File: src/rtl/ppu_pkg.sv
// Shared types and constants for the PPU host-write path: table select,
// VGA frame geometry and the buffered host-write entry.
package ppu_pkg;

  typedef enum logic [1:0] {
    TBL_ATTR   = 2'b00,
    TBL_SPRITE = 2'b01,
    TBL_COLOR  = 2'b10,
    TBL_CTRL   = 2'b11
  } tbl_sel_e;

  localparam int PPU_VACTIVE = 480;
  localparam int PPU_VTOTAL  = 525;

  // Field order matches the push of {address[9:0], writedata}.
  typedef struct packed {
    tbl_sel_e    sel;
    logic [7:0]  addr;
    logic [31:0] data;
  } fifo_entry_t;

endpackage

File: src/rtl/ppu_sync_fifo.sv
// Single-clock FIFO with first-word-fall-through read and occupancy count.
// Push while full and pop while empty are ignored.
module ppu_sync_fifo #(
  parameter int WIDTH = 42,
  parameter int DEPTH = 16
) (
  input  logic                     clk,
  input  logic                     reset,
  input  logic                     push,
  input  logic                     pop,
  input  logic [WIDTH-1:0]         wdata,
  output logic [WIDTH-1:0]         rdata,
  output logic                     full,
  output logic                     empty,
  output logic [$clog2(DEPTH):0]   count
);

  localparam int AW = $clog2(DEPTH);

  logic [AW-1:0]    wr_ptr_q, wr_ptr_d;
  logic [AW-1:0]    rd_ptr_q, rd_ptr_d;
  logic [AW:0]      count_q, count_d;
  logic [WIDTH-1:0] mem_q [DEPTH];
  logic             do_push, do_pop;

  assign full    = (count_q == (AW+1)'(DEPTH));
  assign empty   = (count_q == '0);
  assign count   = count_q;
  assign rdata   = mem_q[rd_ptr_q];
  assign do_push = push && !full;
  assign do_pop  = pop && !empty;

  always_comb begin
    wr_ptr_d = wr_ptr_q;
    rd_ptr_d = rd_ptr_q;
    if (do_push) wr_ptr_d = wr_ptr_q + 1'b1;
    if (do_pop)  rd_ptr_d = rd_ptr_q + 1'b1;
    count_d = count_q + (AW+1)'(do_push) - (AW+1)'(do_pop);
  end

  always_ff @(posedge clk or posedge reset) begin
    if (reset) begin
      wr_ptr_q <= '0;
      rd_ptr_q <= '0;
      count_q  <= '0;
    end else begin
      wr_ptr_q <= wr_ptr_d;
      rd_ptr_q <= rd_ptr_d;
      count_q  <= count_d;
    end
  end

  // Storage is not reset; pointers alone define validity.
  always_ff @(posedge clk) begin
    if (do_push) mem_q[wr_ptr_q] <= wdata;
  end

endmodule

File: src/rtl/ppu_write_scheduler.sv
// Buffers host table writes and replays them into the PPU tables only during
// vertical blanking. Optional PPU_WS_FRAME_COMMIT_EN gates drains on a control-write commit.
module ppu_write_scheduler
  import ppu_pkg::*;
#(
  parameter int FIFO_DEPTH = 16,
  parameter int VACTIVE    = PPU_VACTIVE,
  parameter int DRAIN_LAST = 523
) (
  input  logic                          clk,
  input  logic                          reset,
  input  logic                          chipselect,
  input  logic                          write,
  input  logic [15:0]                   address,
  input  logic [31:0]                   writedata,
  output logic                          waitrequest,
  input  logic [10:0]                   hcount,
  input  logic [9:0]                    vcount,
  output logic [2:0]                    mem_we,
  output logic [7:0]                    mem_addr,
  output logic [31:0]                   mem_data,
  output logic [$clog2(FIFO_DEPTH):0]   pending,
  output logic                          drained
);

  localparam int CW = $clog2(FIFO_DEPTH) + 1;
  localparam int EW = $bits(fifo_entry_t);
  localparam logic [9:0] V_LO = 10'(VACTIVE);
  localparam logic [9:0] V_HI = 10'(DRAIN_LAST);

  typedef enum logic [1:0] {IDLE, WAIT_WIN, DRAIN} state_e;

  state_e          state_q, state_d;
  logic [2:0]      mem_we_q, mem_we_d;
  logic [7:0]      mem_addr_q, mem_addr_d;
  logic [31:0]     mem_data_q, mem_data_d;
  logic            drained_q, drained_d;

  logic            accept, is_ctrl, fifo_push, pop;
  logic            fifo_full, fifo_empty;
  logic [CW-1:0]   fifo_count;
  logic [EW-1:0]   fifo_wdata, fifo_rdata;
  fifo_entry_t     head;
  logic            in_window, armed, last_pop;
  logic [CW-1:0]   avail;
  logic            unused_ok;

  assign unused_ok = ^{hcount, address[15:10], fifo_empty};

  assign accept    = chipselect && write && !fifo_full;
  assign is_ctrl   = (address[9:8] == 2'b11);
  assign fifo_push = accept && !is_ctrl;
  assign fifo_wdata = {address[9:0], writedata};
  assign head      = fifo_entry_t'(fifo_rdata);
  assign in_window = (vcount >= V_LO) && (vcount <= V_HI);

`ifdef PPU_WS_FRAME_COMMIT_EN
  // Number of entries covered by the latest commit; nonzero acts as the commit flag.
  logic          ctrl_acc;
  logic [CW-1:0] commit_cnt_q, commit_cnt_d;

  assign ctrl_acc = accept && is_ctrl;
  assign avail    = commit_cnt_q;
  assign armed    = (commit_cnt_q != '0);
  assign last_pop = pop && (commit_cnt_d == '0);

  always_comb begin
    commit_cnt_d = commit_cnt_q - CW'(pop);
    if (ctrl_acc) commit_cnt_d = fifo_count - CW'(pop);
  end

  always_ff @(posedge clk or posedge reset) begin
    if (reset) commit_cnt_q <= '0;
    else       commit_cnt_q <= commit_cnt_d;
  end
`else
  assign avail    = fifo_count;
  assign armed    = 1'b1;
  assign last_pop = pop && (fifo_count == CW'(1)) && !fifo_push;
`endif

  assign pop = (state_q == DRAIN) && in_window && (avail != '0);

  ppu_sync_fifo #(.WIDTH(EW), .DEPTH(FIFO_DEPTH)) u_fifo (
    .clk   (clk),
    .reset (reset),
    .push  (fifo_push),
    .pop   (pop),
    .wdata (fifo_wdata),
    .rdata (fifo_rdata),
    .full  (fifo_full),
    .empty (fifo_empty),
    .count (fifo_count)
  );

  always_comb begin
    state_d = state_q;
    case (state_q)
      IDLE:     if (fifo_count != '0) state_d = WAIT_WIN;
      WAIT_WIN: if (in_window && armed) state_d = DRAIN;
      DRAIN: begin
        if (avail == '0)     state_d = (fifo_count != '0) ? WAIT_WIN : IDLE;
        else if (!in_window) state_d = WAIT_WIN;
      end
      default:  state_d = IDLE;
    endcase
  end

  always_comb begin
    mem_we_d   = 3'b000;
    mem_addr_d = mem_addr_q;
    mem_data_d = mem_data_q;
    drained_d  = last_pop;
    if (pop) begin
      mem_data_d = head.data;
      case (head.sel)
        TBL_ATTR:   begin mem_we_d = 3'b001; mem_addr_d = {4'b0, head.addr[3:0]}; end
        TBL_SPRITE: begin mem_we_d = 3'b010; mem_addr_d = head.addr;              end
        TBL_COLOR:  begin mem_we_d = 3'b100; mem_addr_d = {4'b0, head.addr[3:0]}; end
        default:    mem_we_d = 3'b000;
      endcase
    end
  end

  always_ff @(posedge clk or posedge reset) begin
    if (reset) begin
      state_q    <= IDLE;
      mem_we_q   <= 3'b000;
      mem_addr_q <= '0;
      mem_data_q <= '0;
      drained_q  <= 1'b0;
    end else begin
      state_q    <= state_d;
      mem_we_q   <= mem_we_d;
      mem_addr_q <= mem_addr_d;
      mem_data_q <= mem_data_d;
      drained_q  <= drained_d;
    end
  end

  assign waitrequest = fifo_full;
  assign pending     = fifo_count;
  assign mem_we      = mem_we_q;
  assign mem_addr    = mem_addr_q;
  assign mem_data    = mem_data_q;
  assign drained     = drained_q;

endmodule

File: config.mk
export PLATFORM = sky130hd
export DESIGN_NAME = ppu_write_scheduler
export DESIGN_NICKNAME = d
export VERILOG_FILES = /design/src/rtl/ppu_pkg.sv /design/src/rtl/ppu_sync_fifo.sv /design/src/rtl/ppu_write_scheduler.sv
export SDC_FILE = /design/constraint.sdc
export NUM_CORES = 1
export LEC_CHECK = 0
export ABC_AREA = 1
export BUFFER_PORTS_ARGS = -buffer_cell sky130_fd_sc_hd__buf_2
export CAP_MARGIN = 20
export CORE_MARGIN = 4
export CORE_UTILIZATION = 29
export CTS_CLUSTER_DIAMETER = 30
export DETAILED_ROUTE_END_ITERATION = 12
export PLACE_DENSITY = 0.45
export SKIP_CTS_REPAIR_TIMING = 1
export SLEW_MARGIN = 20
export SYNTH_ARGS = -nofsm -noshare
export SYNTH_HDL_FRONTEND = slang
export SYNTH_HIERARCHICAL = 1
export SYNTH_SLANG_ARGS = --single-unit
File: constraint.sdc
create_clock -name clk -period 3.45 [get_ports clk]
set_input_delay 0.345 -clock clk [delete_from_list [all_inputs] [get_ports clk]]
set_output_delay 0.345 -clock clk [all_outputs]
set_load 0.05 [all_outputs]
== After elaboration in Yosys (flattened, before gate mapping) ==
Memories as Yosys holds them, arrays and structs flattened.
Cells that the tools add are included.

* Latch bits: 0
* Bits in read-only memories: 0
* Output and inout bits: 50
* Memory bits (writable): 672
* Memories: 1
* Logic and storage cells: 58
* Flip-flop bits (word level): 59

{| class="wikitable"
|+ Memory list
! memory !! words !! bits a word !! read ports !! clocked after memory_dff !! write ports !! RTL line !! RTL
|-
| u_fifo.mem_q || 16 || 42 || 1 || 0 || 1 || ppu_sync_fifo.sv:23 || <nowiki>logic [WIDTH-1:0] mem_q [DEPTH];</nowiki>
|}

* Multiplexer cells: 11
* $add $sub $neg: 4
* Reductions and logical operators: 22
* Order comparisons: 2
* Shift operators: 0
* Divide/modulo/power cells: 0
* $mul: 0
* Bitwise operators: 0
* Equal/unequal tests: 10

{| class="wikitable"
|+ Operator list
! kind !! count
|-
| $pmux 8 s2 || 1
|-
| $ge 10x9->1 const B || 1
|-
| $le 10x10->1 const B || 1
|-
| $logic_and 1x1->1 || 10
|-
| $pmux 3 s3 || 1
|-
| $add 4x1->4 const B || 2
|-
| $mux 2 || 4
|-
| $eq 2x2->1 const B || 3
|-
| $pmux 2 s3 || 1
|-
| $add 5x1->5 || 1
|-
| $eq 5x1->1 const B || 1
|-
| $eq 5x5->1 const B || 1
|-
| $logic_not 5->1 || 1
|-
| $reduce_bool 5->1 || 1
|-
| $sub 5x1->5 || 1
|-
| $eq 2x1->1 const B || 2
|-
| $logic_not 1->1 || 4
|-
| $logic_not 2->1 || 2
|-
| $ne 2x2->1 const B || 2
|-
| $mux 1 || 3
|-
| $mux 3 || 1
|-
| $ne 3x2->1 const B || 1
|-
| $reduce_and 3->1 || 1
|-
| $reduce_and 2->1 || 1
|-
| 2 further kinds || 2
|}

== Depth between registers and ports, before layout ==
Gate-level depths: netlist of the first run.

* Depth after elaboration: 7
* Mapped depth: 17
* Gate-level depth less buffers: 16

== Hierarchy ==
The synthesis of the first run kept the hierarchy.

{| class="wikitable"
|+ Modules (own cells, without submodules)
! module !! cells an instance !! sequential area each (um^2) !! area each (um^2) !! times used
|-
| ppu_sync_fifo || 2716 || 20504.7 || 28843.9 || 1
|-
| ppu_write_scheduler || 224 || 1151.1 || 1976.9 || 1
|}

== Worst setup path before layout of the first run ==
No wires, ideal clock.

* Path kind: register to register
* From: register u_fifo.count_q[2] (netlist: u_fifo/count[2])
* To: memory u_fifo.mem_q[0][0] (enable)
* Arrival time: 3.786 ns
* Clock period less this slack: 4.228 ns
* Data required time: 3.009 ns
* Stages on the path, launching flop included: 12
* Path slack: -0.778 ns
* Cells stage by stage: dfrtp_1 inv_1 ha_1 nand4_1 inv_1 nor2_1 nand3_1 inv_1 nand2_1 inv_1 nand2_1 nor2_1

* Longest elaborated chain between the ends: 7

{| class="wikitable"
|+ Ends and longest elaborated chain
! element !! RTL line !! RTL
|-
| from (decl) || ppu_sync_fifo.sv:22 || <nowiki>logic [AW:0] count_q, count_d;</nowiki>
|-
| from (signal assigned) || ppu_sync_fifo.sv:49 || <nowiki>count_q <= count_d;</nowiki>
|-
| $eq 5x5->1 || ppu_sync_fifo.sv:26 || <nowiki>assign full = (count_q == (AW+1)'(DEPTH));</nowiki>
|-
| named net waitrequest || ppu_write_scheduler.sv:16 || <nowiki>output logic waitrequest,</nowiki>
|-
| $logic_not 1->1 || ppu_write_scheduler.sv:50 || <nowiki>assign accept = chipselect && write && !fifo_full;</nowiki>
|-
| $logic_and 1x1->1 || ppu_write_scheduler.sv:50 ||
|-
| $logic_and 1x1->1 || ppu_write_scheduler.sv:52 || <nowiki>assign fifo_push = accept && !is_ctrl;</nowiki>
|-
| named net fifo_push || ppu_write_scheduler.sv:39 || <nowiki>logic accept, is_ctrl, fifo_push, pop;</nowiki>
|-
| $logic_and 1x1->1 || ppu_sync_fifo.sv:30 || <nowiki>assign do_push = push && !full;</nowiki>
|-
| $mux 1 || ppu_sync_fifo.sv:55 || <nowiki>if (do_push) mem_q[wr_ptr_q] <= wdata;</nowiki>
|-
| $mux 1 (implied by the code) || ppu_sync_fifo.sv:55 ||
|-
| to (decl) || ppu_sync_fifo.sv:23 ||
|}

The timed path passes the listed nets, and every way through them passes these cells.

== Worst setup path after layout of the first run ==
* From: register u_fifo.count_q[3] (netlist: u_fifo/count[3])
* To: memory u_fifo.mem_q[15][13] (enable)

* Longest elaborated chain between the ends: 7

{| class="wikitable"
|+ Ends and longest elaborated chain
! element !! RTL line
|-
| $eq 5x5->1 || ppu_sync_fifo.sv:26
|-
| $logic_not 1->1 || ppu_write_scheduler.sv:50
|-
| $logic_and 1x1->1 || ppu_write_scheduler.sv:50
|-
| $logic_and 1x1->1 || ppu_write_scheduler.sv:52
|-
| named net fifo_push || ppu_write_scheduler.sv:39
|-
| $logic_and 1x1->1 || ppu_sync_fifo.sv:30
|-
| $mux 1 || ppu_sync_fifo.sv:55
|-
| $mux 1 (implied by the code) || ppu_sync_fifo.sv:55
|}

The timed path passes the listed nets, and every way through them passes these cells.

==> flow_summary.toml, run 1 <==
[status]
status = "completed"

[sta]
worstMarginPinSlew_ns = 1.08
setup_violations = 0
rsz0062_at_grt = "false"
fin_ws_ns = 0.566
maxSlewViolCount = 0
period_minus_slack_ns = 2.88
fmax_ghz = 0.347
max_slew_margin_pct = 27.8
finalHoldViolations = 0
min_period_over_period_pct = 83.6
clock_skew_ns = 0.0260
hold_ws_ns = 0.0315

[clock_tree]
cts_tree = "yes"
clock_latency_ns = 0.72
cts_htree_levels = 4
cts.sinks = 731
cts_buffer_depth = 3
clk_pin_slew_ns = 0.05
root_buffer = "clkbuf_16"
numCtsBuffers = 158

[worst_setup_path]
arrival_ns = 3.22
critPathRequiredTime_ns = 3.79
critPathMaxFanout = 27
crit_path_end_kind = "flop"
worstSetupStartpointType = "flop"
path_class = "reg -> reg"

[power]
finalPower_w = 0.0265
p_leak_nw = 16.2
ir_worst_vdd_uv = 328
power.density_nw_per_um2 = 689

[grt]
antenna_found_initial = 10
first_global_vias = 19400
gr-total-overflow = 0
grt_start_max_net_pins = 221
grt_pass1_wl_mm = 122
grtUsageTotal_pct = 14.6

[final_layout]
syn_to_final_growth_pct = 24.6
nets = 3218
instances_no_fill = 4663
fillers = 10400
drive_above_1_share_pct = 13.5

[synth]
synth_nets = 3024
synthCells = 2939
syn_area_um2 = 30800
yosysWarnings = 6
avgSynthCellArea_um2 = 10.5

[die]
die_x_um = 334
io_pins = 123
die_h_um = 334
core_um2 = 105000
die_area_um2 = 112000
rows = 119
start_util_pct = 29.2

[drt]
routed_wl_mm = 81.6
firstDrtPassIters = 5
first_iter_violations = 1179
via_per_inst = 4.30
wire_per_inst_um = 17.5
drc = 0
ant_nets = 0
vias = 20100

[job]
maxCapViolations = 0

[placed_design]
gp_congestion = 0.730
io_buffers = 103
hpwlAfterDp_mm = 43.8
placedCellCount = 4352
dp_worst_setup_slack_ns = 0.581

[worst_hold_path]
hold_path.class = "in -> reg"
## cells in the final DEF (no fill, tap or decap), types with 2 or more instances in the layout
cell	n
a21oi_1	2
buf_12	14
buf_2	103
buf_4	42
bufinv_16	15
clkbuf_1	30
clkbuf_16	161
clkbuf_8	9
clkinv_1	28
clkinv_2	22
clkinv_4	6
clkinv_8	3
clkinvlp_4	10
dfrtp_1	56
dfrtp_4	2
diode_2	7
dlygate4sd3_1	12
edfxtp_1	672
ha_1	11
inv_1	282
inv_16	2
inv_2	2
inv_4	4
inv_6	6
nand2_1	1184
nand2_2	12
nand3_1	259
nand4_1	11
nor2_1	259
nor2_2	3
nor2_4	17
nor3_2	3
o21ai_0	8
xnor2_1	3
xor2_1	7
## registers in the layout, indices dropped and copies added, names as in the netlist
| signal | flops |
|---|---|
| mem_addr | 8 |
| u_fifo/wr_ptr_q | 4 |
| state_q | 2 |
| u_fifo/count | 5 |
| u_fifo/mem_q | 672 |
| u_fifo/rd_ptr_q | 4 |
| drained | 1 |
| mem_data | 32 |
| mem_we | 3 |
## per-stage QoR
step | setup TNS, ns | util, % | area (µm²)
floorplan | -85.11 | - | 30900
detailed placement | 0 | 31.3 | 33000
global placement | 0 | 31.3 | 33000
CTS | 0 | 36.3 | 38300
global route | 0 | 36.4 | 38400
finish | 0 | 36.4 | 38400
## path summary, 6_finish.rpt
kind,start,to,slack (ns),cells after the start
setup / recovery,u_fifo/count[3]$_DFF_PP0_,u_fifo/mem_q[15][13]$_DFFE_PP_,0.57,12
hold / removal,writedata[1],u_fifo/mem_q[8][1]$_DFFE_PP_,0.03,1
setup reg to reg,u_fifo/count[3]$_DFF_PP0_,u_fifo/mem_q[15][13]$_DFFE_PP_,0.57,12
hold reg to reg,mem_addr[0]$_DFFE_PP0P_,mem_addr[0]$_DFFE_PP0P_,0.46,2
max in group asynchronous,reset,mem_data[25]$_DFFE_PP0P_,2.56,4
min in group asynchronous,reset,mem_data[1]$_DFFE_PP0P_,0.18,3
## layout make-up
cell class              instances  area, µm²  area share (%)
repair buffers                171       1230            3.21
clock buffers                 200       4270            11.1
inverters                     290       1110            2.89
clock inverters                92        956            2.49
multi-input cells            1781       7410            19.3
well taps                    1391       1740            4.53
diodes                          7       17.5          0.0456
flip-flops and latches        731      21700            56.4
## layer usage
layer	global-route usage, %	vias up	part of all wire [%]
met1	19.4	9599	46
met2	23.6	369	47
li1	-	9955	-
met4	4.72	4	2.5
met3	3.45	136	4.4
met5	0	-	0.033
## worst max-delay path, stage by stage, from the launching register on
cell and delay (ns):
dfrtp_1 0.41, inv_1 0.09, ha_1 0.19, nand4_1 0.11, inv_1 0.07, nor2_1 0.09, nand3_1 0.09, inv_1 0.06
nand2_1 0.20, inv_1 0.26, nand2_1 0.29, nor2_4 0.16, buf_4 0.46
## report_power, final
part | internal (W) | total, W | switching [W]
registers | 0.0101 | 0.0102 | 0.000140
clock network | 0.00981 | 0.0145 | 0.00470
logic | 0.000450 | 0.00174 | 0.00129
total | 0.0203 | 0.0265 | 0.00613
No activity file was read; power rests on OpenSTA's default activity.
==> run 2, diff against run 1 <==
clock period = 2.55 ns   (was 3.45 ns; I/O delays follow)
==> run 2 against run 1 <==
Total power grew 35%. Non-clock buffer count rose by 57. First-iteration DRC count shrank 3.2%. Sequential power grew 35%. Clock-buffer cell count is 23 lower. Wire length is 1.9% higher.
==> flow_summary.toml, run 2 (synthesis gave the netlist of run 1 again) <==
[status]
status = "completed"

[final_layout]
top_register = "u_fifo/mem_q"
seqCellArea_um2 = 21700
multi_input_area_um2 = 7490
largest_reg_flops = 672
nets = 3271
drive_above_1_share_pct = 14.6
mostFrequentLayoutCell = "nand2_1"
mostFrequentLayoutCells = "nand2_1 (1179), edfxtp_1 (672), inv_1 (278)"
fillers = 10400
fin_area_um2 = 39300
syn_to_final_growth_pct = 27.6

[power]
ir_worst_vdd_uv = 551
power.density_nw_per_um2 = 911
p_leak_nw = 16.5
finalPower_w = 0.0358

[clock_tree]
cts_htree_levels = 4
cts.sinks = 731
root_buffer = "clkbuf_16"
numCtsBuffers = 154
clk_pin_slew_ns = 0.04
clock_latency_ns = 0.73
cts_buffer_depth = 3
cts_tree = "yes"

[die]
die_area_um2 = 112000
die_h_um = 334
start_util_pct = 29.2
rows = 119
core_um2 = 105000
io_pins = 123
die_x_um = 334

[worst_setup_path]
cp_slowest_stage_delay_ns = 0.39
path_class = "reg -> reg"
timing.rr.end = "u_fifo/mem_q[11][39]$_DFFE_PP_"
startpoint = "u_fifo/count[2]$_DFF_PP0_"
cp_cell_sequence = "inv_2 > ha_2 > nand4_1 > inv_4 > nor2_2 > nand3_2 > inv_1 > nand2_2 > buf_4 > inv_6 > nand2_4 > nor2_4 > buf_12"
arrival_ns = 2.82
r2r_slack_ns = 0.12
endpoint = "u_fifo/mem_q[11][39]$_DFFE_PP_"
critPathMaxFanout = 33
timing.rr.start = "u_fifo/count[2]$_DFF_PP0_"
ff2ff_path_depth = 13
worstSetupStartpointType = "flop"
critPathRequiredTime_ns = 2.94
crit_path_end_kind = "flop"
worst_path_max_delay_cell = "dfrtp_2"

[worst_hold_path]
hold_path.class = "in -> async"

[sta]
setup_violations = 0
fmax_ghz = 0.411
maxSlewViolCount = 0
max_slew_margin_pct = 48.2
clock_skew_ns = 0.0221
finalHoldViolations = 0
hold_ws_ns = 0.119
min_period_over_period_pct = 95.5
period_minus_slack_ns = 2.43
worstMarginPinSlew_ns = 0.778

[drt]
vias = 20200
first_iter_violations = 1141
drc = 0
routed_wl_mm = 83.2
ant_nets = 0
wire_per_inst_um = 17.7
via_per_inst = 4.30
firstDrtPassIters = 5

[grt]
grtUsageTotal_pct = 14.9
antenna_found_initial = 2
grt_pass1_wl_mm = 126
grt_start_max_net_pins = 88
gr-total-overflow = 0
first_global_vias = 19600

[placed_design]
gp_congestion = 0.731
io_buffers = 103
placed_cell_area_um2 = 33600
hpwlAfterDp_mm = 45.2

[job]
maxCapViolations = 0
-- run 2: cell type report --
type | instances | area share, %
Antenna cell | 1 | 0.00636
Clock buffer | 177 | 10.1
Clock inverter | 111 | 3.06
Inverter | 290 | 2.84
Multi-Input combinational cell | 1781 | 19.0
Sequential cell | 731 | 55.1
Tap cell | 1391 | 4.43
Timing Repair Buffer | 228 | 5.41
-- run 2: per-layer routing --
| metal | wire [µm] | global-route usage, % |
|---|---|---|
| met5 | 0 | 0 |
| met2 | 38500 | 23.8 |
| met3 | 3370 | 3.41 |
| met1 | 39200 | 20.0 |
| met4 | 2090 | 5.17 |
-- run 2: critical path, delay by kind of cell (launching register included) --
kind | cells | cell delay [ns]
fa+ha+maj | 1 | 0.19
flops | 1 | 0.39
simple gates | 6 | 0.72
buf+inv | 6 | 0.76
-- run 2: how the worst min path moves through the flow --
stage | start | to | slack (ns) | depth (start not counted)
global placement | reset | mem_data[2]$_DFFE_PP0P_ | 0.32 | 2
detailed placement | reset | mem_data[2]$_DFFE_PP0P_ | 0.32 | 2
floorplan | reset | u_fifo/rd_ptr_q[0]$_DFFE_PP0P_ | 0.13 | 1
finish | reset | mem_data[2]$_DFFE_PP0P_ | 0.12 | 3
CTS | reset | mem_data[2]$_DFFE_PP0P_ | -0.48 | 2
global route | reset | mem_data[2]$_DFFE_PP0P_ | 0.12 | 3
-- run 2: report_power, final --
| part | leakage [nW] | internal (W) | switching, W | total [W] |
|---|---|---|---|---|
| clock | 2.47 | 0.0128 | 0.00666 | 0.0194 |
| sequential | 6.83 | 0.0136 | 0.000180 | 0.0138 |
| combinational | 7.22 | 0.000757 | 0.00184 | 0.00260 |
| total | 16.5 | 0.0272 | 0.00868 | 0.0358 |
-- run 2: metrics by stage --
| step | std cells | worst slack (ns) | utilization (%) | TNS, ns |
|---|---|---|---|---|
| after CTS | 4661 | 0.0537 | 36.8 | 0 |
| after floorplan | 2939 | -0.172 | - | -100.17 |
| after global routing | 4710 | -0.00603 | 37.3 | -0.00603 |
| final | 4710 | 0.116 | 37.3 | 0 |
| after global placement | 4373 | 0.0588 | 31.9 | 0 |
| after detailed placement | 4373 | 0.0644 | 31.9 | 0 |
